<file path="src/rtl/display_pkg.sv">
// Shared display definitions: segment patterns, BCD FSM states and
// helper functions used by the Gray display path.
package display_pkg;

  localparam int SEG_W = 7;

  // {a,b,c,d,e,f,g}, active-high; entry 0 is the rightmost element.
  localparam logic [9:0][SEG_W-1:0] SEG_LUT = {
    7'b1111011,  // 9
    7'b1111111,  // 8
    7'b1110000,  // 7
    7'b1011111,  // 6
    7'b1011011,  // 5
    7'b0110011,  // 4
    7'b1111001,  // 3
    7'b1101101,  // 2
    7'b0110000,  // 1
    7'b1111110   // 0
  };

  localparam logic [SEG_W-1:0] SEG_BLANK = 7'b0000000;
  localparam logic [SEG_W-1:0] SEG_DASH  = 7'b0000001;

  typedef enum logic [1:0] {
    IDLE  = 2'd0,
    SHIFT = 2'd1,
    DONE  = 2'd2
  } bcd_fsm_e;

  // Gray to binary for up to 16 bits; zero-extended inputs give the
  // correct result in the low bits because leading zeros do not flip.
  function automatic logic [15:0] gray2bin(input logic [15:0] g);
    logic [15:0] b;
    b[15] = g[15];
    for (int i = 14; i >= 0; i--) begin
      b[i] = b[i+1] ^ g[i];
    end
    return b;
  endfunction

  // Number of decimal digits needed to hold 2^w - 1.
  function automatic int dec_digits(input int w);
    int v;
    int d;
    v = (1 << w) - 1;
    d = 1;
    for (int k = 0; k < 5; k++) begin
      if (v >= 10) begin
        v = v / 10;
        d = d + 1;
      end
    end
    return d;
  endfunction

  // Decimal digit to segments; non-decimal nibbles show a dash.
  function automatic logic [SEG_W-1:0] seg_of(input logic [3:0] d);
    if (d > 4'd9) begin
      return SEG_DASH;
    end
    return SEG_LUT[d];
  endfunction

endpackage

</file>
<file path="src/rtl/bin2bcd_seq.sv">
// Sequential double-dabble converter. One SHIFT cycle per input bit,
// then a one-cycle DONE where the result register is valid. A new start
// during a conversion is remembered (latest value only) and converted
// straight after DONE.
module bin2bcd_seq
  import display_pkg::*;
#(
  parameter int WIDTH  = 4,
  parameter int DIGITS = 2
) (
  input  logic                  clk,
  input  logic                  rst,
  input  logic                  start,
  input  logic [WIDTH-1:0]      bin,
  output logic                  busy,
  output logic                  done,
  output logic [4*DIGITS-1:0]   bcd
);

  localparam int BW = 4 * DIGITS;
  localparam int CW = $clog2(WIDTH);

  bcd_fsm_e              r_state;
  logic [BW+WIDTH-1:0]   r_shift;
  logic [WIDTH-1:0]      r_latest;
  logic                  r_pend;
  logic [CW-1:0]         r_cnt;
  logic [BW-1:0]         r_bcd;
  logic                  r_busy;
  logic                  r_done;

  logic [BW+WIDTH-1:0]   w_adj;
  logic [BW+WIDTH-1:0]   w_step;

  // Add-3 correction on every BCD nibble that is 5 or more.
  genvar gi;
  generate
    for (gi = 0; gi < DIGITS; gi++) begin : g_adj
      logic [3:0] w_nib;
      assign w_nib = r_shift[WIDTH+4*gi +: 4];
      assign w_adj[WIDTH+4*gi +: 4] = (w_nib >= 4'd5) ? (w_nib + 4'd3) : w_nib;
    end
  endgenerate

  assign w_adj[WIDTH-1:0] = r_shift[WIDTH-1:0];
  assign w_step           = {w_adj[BW+WIDTH-2:0], 1'b0};

  // Conversion FSM with registered busy/done and result.
  always_ff @(posedge clk) begin
    if (rst) begin
      r_state  <= IDLE;
      r_shift  <= '0;
      r_latest <= '0;
      r_pend   <= 1'b0;
      r_cnt    <= '0;
      r_bcd    <= '0;
      r_busy   <= 1'b0;
      r_done   <= 1'b0;
    end else begin
      r_done <= 1'b0;
      case (r_state)
        IDLE: begin
          if (start) begin
            r_shift <= {{BW{1'b0}}, bin};
            r_cnt   <= '0;
            r_state <= SHIFT;
            r_busy  <= 1'b1;
          end
        end
        SHIFT: begin
          r_shift <= w_step;
          if (start) begin
            r_pend   <= 1'b1;
            r_latest <= bin;
          end
          if (r_cnt == CW'(WIDTH - 1)) begin
            r_state <= DONE;
            r_bcd   <= w_step[BW+WIDTH-1:WIDTH];
            r_done  <= 1'b1;
          end else begin
            r_cnt <= r_cnt + 1'b1;
          end
        end
        DONE: begin
          r_cnt <= '0;
          if (start) begin
            // A value arriving right now is newer than any pending one.
            r_shift <= {{BW{1'b0}}, bin};
            r_pend  <= 1'b0;
            r_state <= SHIFT;
          end else if (r_pend) begin
            r_shift <= {{BW{1'b0}}, r_latest};
            r_pend  <= 1'b0;
            r_state <= SHIFT;
          end else begin
            r_state <= IDLE;
            r_busy  <= 1'b0;
          end
        end
        default: begin
          r_state <= IDLE;
          r_busy  <= 1'b0;
        end
      endcase
    end
  end

  assign busy = r_busy;
  assign done = r_done;
  assign bcd  = r_bcd;

endmodule

</file>
<file path="src/rtl/gray_seg_display_mux.sv">
// Gray switch inputs to debounced binary LEDs and a multiplexed
// common-cathode 7-segment display with leading-zero blanking and
// overflow dashes.
module gray_seg_display_mux
  import display_pkg::*;
#(
  parameter int WIDTH       = 4,
  parameter int DIGITS      = 2,
  parameter int DEB_CYCLES  = 270000,
  parameter int REFRESH_DIV = 27000,
  parameter int BLANK_LZ    = 1
) (
  input  logic              clk,
  input  logic              rst,
  input  logic [WIDTH-1:0]  gray_in,
  output logic [WIDTH-1:0]  led,
  output logic [WIDTH-1:0]  bin_out,
  output logic              bcd_busy,
  output logic [SEG_W-1:0]  seg,
  output logic [DIGITS-1:0] dig_en
);

  // Converter is sized for every value WIDTH bits can hold, so digits
  // beyond DIGITS are available to flag overflow.
  localparam int NBCD = (dec_digits(WIDTH) > DIGITS) ? dec_digits(WIDTH) : DIGITS;
  localparam int DW   = (DEB_CYCLES > 1)  ? $clog2(DEB_CYCLES)  : 1;
  localparam int RW   = (REFRESH_DIV > 1) ? $clog2(REFRESH_DIV) : 1;
  localparam int IW   = (DIGITS > 1)      ? $clog2(DIGITS)      : 1;

  logic [WIDTH-1:0]  r_sync1;
  logic [WIDTH-1:0]  r_sync2;
  logic [WIDTH-1:0]  r_prev;
  logic [DW-1:0]     r_deb_cnt;
  logic [WIDTH-1:0]  r_accepted;
  logic [WIDTH-1:0]  r_bin;

  logic [4*DIGITS-1:0] r_disp;
  logic                r_ovf;

  logic [RW-1:0]     r_ref_cnt;
  logic [IW-1:0]     r_dig_idx;
  logic [SEG_W-1:0]  r_seg;
  logic [DIGITS-1:0] r_dig_en;

  logic              w_accept;
  logic [WIDTH-1:0]  w_bin_new;
  logic              w_busy;
  logic              w_done;
  logic [4*NBCD-1:0] w_bcd;
  logic              w_ovf_now;
  logic [3:0]        w_nib [DIGITS];
  logic [DIGITS-1:0] w_zero_above;
  logic [3:0]        w_cur_nib;
  logic              w_cur_lz;
  logic [SEG_W-1:0]  w_seg_next;

  // Accept once the synchronised value has held for DEB_CYCLES samples
  // and differs from what is already shown.
  assign w_accept  = (r_sync2 == r_prev) &&
                     (r_deb_cnt == DW'(DEB_CYCLES - 1)) &&
                     (r_sync2 != r_accepted);
  assign w_bin_new = WIDTH'(gray2bin(16'(r_sync2)));

  // Two-flop synchroniser, stability counter and accepted value.
  always_ff @(posedge clk) begin
    if (rst) begin
      r_sync1    <= '0;
      r_sync2    <= '0;
      r_prev     <= '0;
      r_deb_cnt  <= '0;
      r_accepted <= '0;
      r_bin      <= '0;
    end else begin
      r_sync1 <= gray_in;
      r_sync2 <= r_sync1;
      r_prev  <= r_sync2;
      if (r_sync2 != r_prev) begin
        r_deb_cnt <= '0;
      end else if (r_deb_cnt != DW'(DEB_CYCLES - 1)) begin
        r_deb_cnt <= r_deb_cnt + 1'b1;
      end
      if (w_accept) begin
        r_accepted <= r_sync2;
        r_bin      <= w_bin_new;
      end
    end
  end

  // The converter loads the new binary on the same edge that updates
  // the LEDs, so it always works on the value about to be shown.
  bin2bcd_seq #(
    .WIDTH  (WIDTH),
    .DIGITS (NBCD)
  ) u_bin2bcd (
    .clk   (clk),
    .rst   (rst),
    .start (w_accept),
    .bin   (w_bin_new),
    .busy  (w_busy),
    .done  (w_done),
    .bcd   (w_bcd)
  );

  genvar gi;
  generate
    if (NBCD > DIGITS) begin : g_ovf
      assign w_ovf_now = |w_bcd[4*NBCD-1:4*DIGITS];
    end else begin : g_no_ovf
      assign w_ovf_now = 1'b0;
    end

    for (gi = 0; gi < DIGITS; gi++) begin : g_digit
      assign w_nib[gi]        = r_disp[4*gi +: 4];
      assign w_zero_above[gi] = (r_disp[4*DIGITS-1:4*gi] == '0);
    end
  endgenerate

  // Display copy changes only on a finished conversion, never mid-way.
  always_ff @(posedge clk) begin
    if (rst) begin
      r_disp <= '0;
      r_ovf  <= 1'b0;
    end else if (w_done) begin
      r_disp <= w_bcd[4*DIGITS-1:0];
      r_ovf  <= w_ovf_now;
    end
  end

  // Pick the nibble and leading-zero status of the digit being driven.
  always_comb begin
    w_cur_nib = 4'd0;
    w_cur_lz  = 1'b0;
    for (int i = 0; i < DIGITS; i++) begin
      if (r_dig_idx == IW'(i)) begin
        w_cur_nib = w_nib[i];
        w_cur_lz  = (i != 0) && w_zero_above[i];
      end
    end
  end

  // Segment pattern for the active digit: overflow, blank, or decimal.
  always_comb begin
    w_seg_next = seg_of(w_cur_nib);
    if (r_ovf) begin
      w_seg_next = SEG_DASH;
    end else if ((BLANK_LZ != 0) && w_cur_lz) begin
      w_seg_next = SEG_BLANK;
    end
  end

  // Refresh timing; seg and dig_en are registered together so they
  // always switch on the same edge.
  always_ff @(posedge clk) begin
    if (rst) begin
      r_ref_cnt <= '0;
      r_dig_idx <= '0;
      r_seg     <= '0;
      r_dig_en  <= '0;
    end else begin
      r_seg    <= w_seg_next;
      r_dig_en <= DIGITS'(1) << r_dig_idx;
      if (r_ref_cnt == RW'(REFRESH_DIV - 1)) begin
        r_ref_cnt <= '0;
        r_dig_idx <= (r_dig_idx == IW'(DIGITS - 1)) ? '0 : (r_dig_idx + 1'b1);
      end else begin
        r_ref_cnt <= r_ref_cnt + 1'b1;
      end
    end
  end

  assign led      = r_bin;
  assign bin_out  = r_bin;
  assign bcd_busy = w_busy;
  assign seg      = r_seg;
  assign dig_en   = r_dig_en;

endmodule

</file>
<file path="config.mk">
export PLATFORM = sky130hd
export DESIGN_NAME = gray_seg_display_mux
export DESIGN_NICKNAME = d
export VERILOG_FILES = /design/src/rtl/display_pkg.sv /design/src/rtl/bin2bcd_seq.sv /design/src/rtl/gray_seg_display_mux.sv
export SDC_FILE = /design/constraint.sdc
export NUM_CORES = 1
export LEC_CHECK = 0
export CAP_MARGIN = 40
export CORE_MARGIN = 1.5
export CORE_UTILIZATION = 54
export CTS_CLUSTER_DIAMETER = 120
export CTS_CLUSTER_SIZE = 25
export DETAILED_ROUTE_END_ITERATION = 12
export PLACE_DENSITY = 0.76
export SLEW_MARGIN = 5
export SYNTH_ARGS = -nofsm -noshare
export SYNTH_HDL_FRONTEND = slang
export SYNTH_SLANG_ARGS = --single-unit
</file>
<file path="constraint.sdc">
create_clock -name clk -period 2.2 [get_ports clk]
set_input_delay 0.55 -clock clk [delete_from_list [all_inputs] [get_ports clk]]
set_output_delay 0.55 -clock clk [all_outputs]
set_load 0.01 [all_outputs]
</file>
==> results of run 1 <==
## metal layers
layer  up-vias  GRT usage [%]  wire length, um
li1       1850              -                -
met1      1715           25.4             4100
met2        70           35.9             4290
met3        17           4.50              320
met4         0           8.58              168
met5         -              0                0
## worst reg2reg max path, cell delays in order (launching register included)
cell	delay [ps]
dfxtp_2	370
ha_4	170
or4_4	550
o41a_1	520
or3_1	350
a21oi_2	110
## power by group through the flow
stage / Sequential, mW / Combinational [mW] / Clock, mW
after floorplan: 1.93 / 0.0883 / 0
after global placement: 1.92 / 0.147 / 0
after detailed placement: 1.93 / 0.151 / 0
after CTS: 1.88 / 0.151 / 1.25
after global routing: 1.88 / 0.173 / 1.32
final: 1.88 / 0.156 / 1.21
## cell families after synthesis
family                     synth area share [%]
and+or+nand+nor                            22.2
DFF                                        43.9
AOI/OAI and AO/OA                          11.0
buffers and inverters                      4.95
xor gates and xnor gates                   8.48
muxes                                      4.63
adders and majority gates                  4.85
## registers in the layout, summed over array words and instances (netlist names), 7 cells and up
name,flops
u_bin2bcd.r_shift,12
r_deb_cnt,19
r_disp,8
u_bin2bcd.bcd,8
r_ref_cnt,15
seg,7
## placed cells by master, fill, tap and decap left out, types with 17 or more instances in the layout
cell	count
dfxtp_1	100
nor2_1	70
nand2_1	42
a21oi_1	35
buf_4	28
xnor2_1	25
nand3_1	23
clkdlybuf4s50_1	22
xor2_1	20
inv_1	18
mux2i_1	17
ha_1	17
## final timing paths
| path | startpoint | to | slack [ps] | cells after the start |
|---|---|---|---|---|
| setup / recovery | u_bin2bcd.r_state[1] | u_bin2bcd.r_shift[8] | 70 | 5 |
| hold / removal | r_sync1[2] | r_sync2[2] | 450 | 1 |
| setup reg to reg | u_bin2bcd.r_state[1] | u_bin2bcd.r_shift[8] | 70 | 5 |
| hold reg to reg | r_sync1[2] | r_sync2[2] | 450 | 1 |
## timing repair
| item | in CTS | in global routing |
|---|---|---|
| gates resized for setup | 0 | 12 |
| setup endpoints to repair | 19 | 28 |
| pin swaps | 1 | 4 |
| hold endpoints to repair | 0 | 0 |
| setup buffers | 2 | 2 |
| hold buffers | 0 | 0 |
| gates cloned | 0 | 0 |
## final cells by class
type / instances / area, um2
clock inverter: 4 / 55.1
multi-input combinational: 372 / 2410
sequential: 102 / 2050
fill: 715 / 2940
tap: 105 / 131
inverter: 18 / 67.6
timing repair buffer: 52 / 447
clock buffer: 11 / 151
## through the flow
step	instance area, um2	total power, mW	cells	util, %
2_1_floorplan	4650	2.02	520	-
4_1_cts	5250	3.28	662	63.6
6_report	5310	3.24	664	64.3
3_3_place_gp	5030	2.07	645	60.9
5_1_grt	5310	3.38	664	64.3
3_5_place_dp	5030	2.08	645	60.9
==> metrics, run 1 <==
cell taking the most area after synthesis dfxtp_1; Power Density 610 nW/um2; Net Sw Frac 22.2%; FF+latch count, synth 102; highest clock rate 0.470 GHz; vias in the first global route 3427; Die ar. 9170 um2; gr ovfl total 0; combinational share of power 4.8%; Post-Syn Area per Cell 8.94 um2; Seq pwr share 58.0%; Worst path slowest cell or4_4; Seq/Total Area, Yosys 43.9%; Ys Warns 0; Final WS setup 72.4 ps; vias per std cell 5.50; initial drt markers 132; Buf/Inv on CP 0; Placer Congestion 0.857; DR vias 3652; final WL 8870 um; LEAKAGE 1.89 nW; first-pass GRT wire length 15000 um; slew margin rel. 53.6%; synthesized cell area 4650 um2; Worst Skew 5.65 ps; Initial Utilization 56.3%; max-slew violations 0; Core Box Area 8260 um2; top cells by area, synth dfxtp_1 44%, nor2_1 5.7%, ha_1 4.8%; net load switching power 719 uW; fin crit share 96.7%; Post-synth EDFFs 0; Final ANT Viol Nets 0; setup TNS 0 ps; layout cells sized above 1 11.6%; Int Pwr 2.52 mW; final setup vio count 0; DRC Markers 0; endpoints failing hold 0; CTS buffer count 9; antenna violations before repair 0; Worst Path Max Fanout 5; Slew @ Worst Pin 696 ps; cell breakdown of the critical path ha_4, or4_4, o41a_1, or3_1, a21oi_2; max-cap viol count 0; Clk network pwr share 37.2%; worst skew pair latency 360 ps; post-DP HPWL 6190 um; drt pass-1 iters 4; CTS sink cnt 102; worst vdd ir 0.372 mV; Area growth, synth to finish 14.4%; CTS Root Cell clkbuf_8; min-delay worst type flop to flop; layout net count 579; Clock Tree Buf Depth 2; TritonCTS clock tree built; WL per Instance 13.4 um; Worst-path clk slew 90 ps; Die Wd 95.8 um; commonest cells in the netlist 102 x dfxtp_1, 70 x nor2_1, 42 x nand2_1; Unique masters post-synth 51; Crit path largest cell delay 550 ps; WP data arrival 2430 ps; Placement Setup Slack -34.5 ps; Critical Path Source Type flop; Die Y 95.8 um; worst hold margin 446 ps; CP required 2510 ps; total nets after synthesis 544; io pins 24; H-tree levels 3; Async SR Flop Fraction 0%; Tmin final 2130 ps; Synth top area share 43.9%; Critical Path Sink Type flop; Synth Instances 520; num rows 33; most frequent cell after synthesis dfxtp_1; antenna cells 0; port bufs 23; status finished clean; CP top delay family simple AND/OR/NAND/NOR gates; GRT Total Usage 21.0%; largest net degree at the start of global routing 29; prevailing post-synth register cell dfxtp_1; Worst Path Class, Setup flop to flop
Note: power is estimated with default switching activity, not from simulation.
==> inputs of run 2 (changes only) <==
==> constraint.sdc (replaced) <==
create_clock -name clk -period 2.2 [get_ports clk]
set_input_delay 0.44 -clock clk [delete_from_list [all_inputs] [get_ports clk]]
set_output_delay 0.44 -clock clk [all_outputs]
set_load 0.01 [all_outputs]
==> metrics, run 2 (synthesis results as in run 1) <==
TritonCTS clock tree built; Critical Path Source Type flop; fin crit share 97.5% (+0.81 points); Power Density 609 nW/um2 (-0.15%); largest net degree at the start of global routing 59 (+100%); Slew @ Worst Pin 715 ps (+19.2 ps); slew margin rel. 52.3% (-1.3 points); drt pass-1 iters 7 (+3); WP data arrival 2380 ps (-50 ps); LEAKAGE 1.91 nW (+0.67%); Initial Utilization 56.3% (unchanged); max-slew violations 0 (unchanged); post-route insts no fill 665 (+0.15%); Worst-path clk slew 90 ps (about the same); Die Y 95.8 um (unchanged); antenna cells 0 (unchanged); commonest non-fill, non-tap cells in the layout 99 x dfxtp_1, 70 x nor2_1, 42 x nand2_1; Placer Congestion 0.860 (+0.32%); Crit path depth 8 (+3); final setup vio count 0 (unchanged); RSZ-0062 raised after global routing true; Tmin final 2150 ps (+17.8 ps); R2R depth 8 (+3); min-delay worst type flop to flop; gr ovfl total 0 (unchanged); WL per Instance 13.5 um (+1.2%); io pins 24 (unchanged); antenna violations before repair 0 (unchanged); Worst path slowest cell o41a_1; Clock Tree Buf Depth 2 (unchanged); Crit path largest cell delay 520 ps (-30 ps); DR vias 3673 (+0.58%); Critical Path Sink Type flop; Worst Skew 4.59 ps (-1.06 ps); max-cap viol count 0 (unchanged); CTS Root Cell clkbuf_8; Die Wd 95.8 um (unchanged); layout cells sized above 1 12.0% (+0.34 points); port bufs 23 (unchanged); GRT Total Usage 20.4% (-0.53 points); Buf/Inv on CP 2 (+2); post-DP HPWL 6010 um (-2.8%); leading registers by flop count r_deb_cnt x19, r_ref_cnt x15, u_bin2bcd.r_shift x12; Final ANT Viol Nets 0 (unchanged); DRC Markers 0 (unchanged); Die ar. 9170 um2 (unchanged); endpoints failing hold 0 (unchanged); CTS buffer count 9 (unchanged); H-tree levels 3 (unchanged); CP dominant cell by count buf_6; num rows 33 (unchanged); worst hold margin 444 ps (-1.96 ps); Area growth, synth to finish 14.7%; Worst Path Class, Setup flop to flop; layout net count 579 (unchanged); Filler cells 704 (-1.5%); vias per std cell 5.52 (+0.42%); largest register by flop count r_deb_cnt; cell breakdown of the critical path ha_4, nor4b_4, nand3_1, buf_6, buf_6, o41a_1, o211ai_1, o41ai_2; Core Box Area 8260 um2 (unchanged); vias in the first global route 3364 (-1.8%); placed cells 643 (-0.31%); final WL 9000 um (+1.4%); initial drt markers 179 (+36%); CTS sink cnt 102 (unchanged); worst skew pair latency 360 ps (about the same); fin util 64.5% (+0.20 points); worst vdd ir 0.442 mV (+19%); hold depth 1 (unchanged); commonest non-fill, non-tap cell in the layout dfxtp_1; CP required 2440 ps (-70 ps); max reg flops 19 (unchanged); status finished clean; CP top delay family compound AO/OA/AOI/OAI gates; highest clock rate 0.466 GHz (-0.83%); first-pass GRT wire length 14800 um (-1.4%); Worst Path Max Fanout 7 (+2)
[run 2: changes by cell type in the layout (fill, tap and decap cells not counted), sizes merged]
cell,change
inv,-1
clkbuf,+1
clkinv,+1
[run 2: worst paths after layout]
kind,start,end,slack (ps)
min reg2reg,r_sync1[3],r_sync2[3],440
max reg2reg,r_deb_cnt[1],u_bin2bcd.r_cnt[0],50
min,r_sync1[3],r_sync2[3],440
max,r_deb_cnt[1],u_bin2bcd.r_cnt[0],50
[run 2: layout make-up]
| type | instances | area [um2] | area share (%) |
|---|---|---|---|
| Clock buffer | 12 | 155 | 2.91 |
| Clock inverter | 4 | 55.1 | 1.03 |
| Inverter | 18 | 67.6 | 1.27 |
| Multi-Input combinational cell | 372 | 2420 | 45.5 |
| Sequential cell | 102 | 2050 | 38.4 |
| Tap cell | 105 | 131 | 2.46 |
| Timing Repair Buffer | 52 | 450 | 8.45 |
[run 2: repair_timing]
action / in CTS / in global routing
setup endpoints to repair: 9 / 19
gates resized for setup: 0 / 13
pin swaps: 1 / 5
hold buffers: 0 / 0
setup buffers: 2 / 4
[run 2: through the flow]
stage	TNS [ps]	total power, mW	area [um2]	setup WS, ps
5_1_grt	-133	3.37	5330	-79.4
3_5_place_dp	-64.6	2.07	5010	-64.6
3_3_place_gp	0	2.07	5010	58.7
6_report	0	3.25	5330	54.6
4_1_cts	0	3.27	5240	27.8
2_1_floorplan	0	2.02	4650	82.3
[run 2: metal layers]
| metal | vias to the layer above | part of all wire [%] | global-route usage (%) | wire, um |
|---|---|---|---|---|
| met5 | - | 0 | 0 | 0 |
| met4 | 0 | 1.3 | 6.50 | 119 |
| met3 | 13 | 3.3 | 4.50 | 299 |
| met2 | 63 | 48 | 36.0 | 4360 |
| met1 | 1750 | 47 | 24.6 | 4210 |
| li1 | 1847 | - | - | - |
[run 2: power by group]
group	switching (mW)	internal, mW
clock	0.620	0.592
sequential	0.0146	1.87
combinational	0.0866	0.0643
total	0.721	2.53
[run 2: worst reg2reg max path, cell delays in order, from the launching register on]
cell	delay, ps
dfxtp_2	370
ha_4	150
nor4b_4	210
nand3_1	120
buf_6	160
buf_6	110
o41a_1	520
o211ai_1	270
o41ai_2	110
==> RTL edit: new RTL, settings of run 2 <==
Re-encode `bcd_fsm_e` (3 states) as one-hot, 3 bits wide.
--- a/src/rtl/display_pkg.sv
+++ b/src/rtl/display_pkg.sv
@@ -21,10 +21,10 @@
   localparam logic [SEG_W-1:0] SEG_BLANK = 7'b0000000;
   localparam logic [SEG_W-1:0] SEG_DASH  = 7'b0000001;
 
-  typedef enum logic [1:0] {
-    IDLE  = 2'd0,
-    SHIFT = 2'd1,
-    DONE  = 2'd2
+  typedef enum logic [2:0] {
+    IDLE  = 3'b001,
+    SHIFT = 3'b010,
+    DONE  = 3'b100
   } bcd_fsm_e;
 
   // Gray to binary for up to 16 bits; zero-extended inputs give the
Function: no difference found for any inputs over 10 cycles, from zero or initial values and one cycle with rst high; not proved beyond that.
==> RTL edit against run 2 <==
Critical path type unchanged. Highest routed layer unchanged. Setup slack better by 0.11 ns. Die area shrank 1.5%. Sequential cell count is 1 higher. Area after synthesis down 1.5%. Worst hold slack lost 0.053 ns. Fmax up 5.5%. Power fell by 2.5%. Final area is 4.3% lower. Routed wire length decreased by 7.8%.
==> RTL edit: results (changes against run 2) <==
| Metric | Value |
|---|---|
| Status | `finished, final reports clean` |
| WL met1 | `3.78 mm (-10%)` |
| Post-synthesis adder-cell area fraction | `3.55% (-1.3 points)` |
| Worst-Margin Slew | `0.616 ns (-0.0991 ns)` |
| Finished Cell Area | `0.00510 mm2 (-4.3%)` |
| Distinct cells, synth | `53 (+3.9%)` |
| Pin count of the biggest net entering global routing | `51 (-14%)` |
| Leakage | `1.84 nW (-3.3%)` |
| Crit path DAT | `2.31 ns (-0.07 ns)` |
| Clk slew on worst S/H paths | `0.11 ns (+0.02 ns)` |
| Seq/Total Area, Yosys | `45.1% (+1.1 points)` |
| Hold Path Class | `input pin to flop` |
| Clock sinks | `103 (+0.98%)` |
| Multiplexer area fraction after synthesis | `5.11% (+0.48 points)` |
| Reg2Reg Capture Point | `u_bin2bcd.r_shift[0]` |
| CP Max Fanout | `6 (-1)` |
| Worst setup path start | `r_sync2[1]` |
| Crit path to | `u_bin2bcd.r_shift[0]` |
| Layout cells sized above 1 | `8.26% (-3.7 points)` |
| Clock network power share | `35.8% (-1.5 points)` |
| DR WL met3 | `171 um (-43%)` |
| Met1 usage | `21.8% (-2.8 points)` |
| Filler instances | `742 (+5.4%)` |
| PD cells | `621 mW/mm2 (+1.9%)` |
| Post-placement cell area | `0.00491 mm2 (-2.0%)` |
| Placed wire-length estimate | `6.04 mm (+0.42%)` |
| WHS Path Cells | `2 (+1)` |
| WHS | `0.392 ns (-0.0526 ns)` |
| GRT Overall Usage | `19.8% (-0.63 points)` |
| Met2 Wirelength | `4.16 mm (-4.7%)` |
| Drt pass-1 iters | `5 (-2)` |
| Met3 Use GR | `4.39% (-0.12 points)` |
| First-pass GRT wire length | `14.1 mm (-4.8%)` |
| Hold path endpoint | `dig_en[0]` |
| Vias in the first global route | `3331 (-0.98%)` |
| Final setup margin | `0.166 ns (+0.112 ns)` |
| Peak supply drop | `377 uV (-15%)` |
| Ys async rst share | `0% (unchanged)` |
| Switching Fraction | `24.8% (+2.6 points)` |
| Cells on worst reg2reg path | `5 (-3)` |
| Top post-synthesis cells by count | `103 x dfxtp_1, 70 x nor2_1, 59 x nand2_1` |
| Post-Synth XOR/XNOR Area | `8.23% (-0.25 points)` |
| Cells after DPL | `634 (-1.4%)` |
| Synth Net Count | `539 (-0.92%)` |
| Final GP Congestion | `0.828 (-3.7%)` |
| Met2 usage | `36.1% (+0.16 points)` |
| Postcts setup bufs | `0 (-2)` |
| Synth Area in Compound Gates | `10.8% (-0.16 points)` |
| Fin nets | `559 (-3.5%)` |
==> RTL edit: changes by cell type after synthesis, sizes merged, moves of 4 or more <==
cell / before / now
a211oi: 6 / 2
a31oi: 7 / 2
ha: 18 / 13
inv: 18 / 12
nand2: 43 / 59
nand2b: 7 / 3
nand3: 24 / 13
nor3: 8 / 13
nor4: 7 / 2
o21ai: 16 / 20
xnor2: 25 / 17
xor2: 20 / 26
==> RTL edit: cell type report <==
cell class,instances,share of cell area (%)
multi-input cells,376,45.6
flip-flops and latches,103,40.4
repair buffers,38,6.87
well taps,105,2.58
clock buffers,9,2.43
clock inverters,7,1.20
inverters,12,0.883
==> RTL edit: timing repair <==
item                                    in CTS  in global routing
endpoints found under the setup margin       0                  3
gates resized for setup                      0                  3
hold buffers                                 0                  0
==> RTL edit: worst max-delay path, cell delays in order, from the launching register on <==
cell and delay [ns]:
dfxtp_1 0.48, xor2_1 0.15, nor4_4 0.34, and4_2 0.35, mux2_2 0.36, a221oi_1 0.25
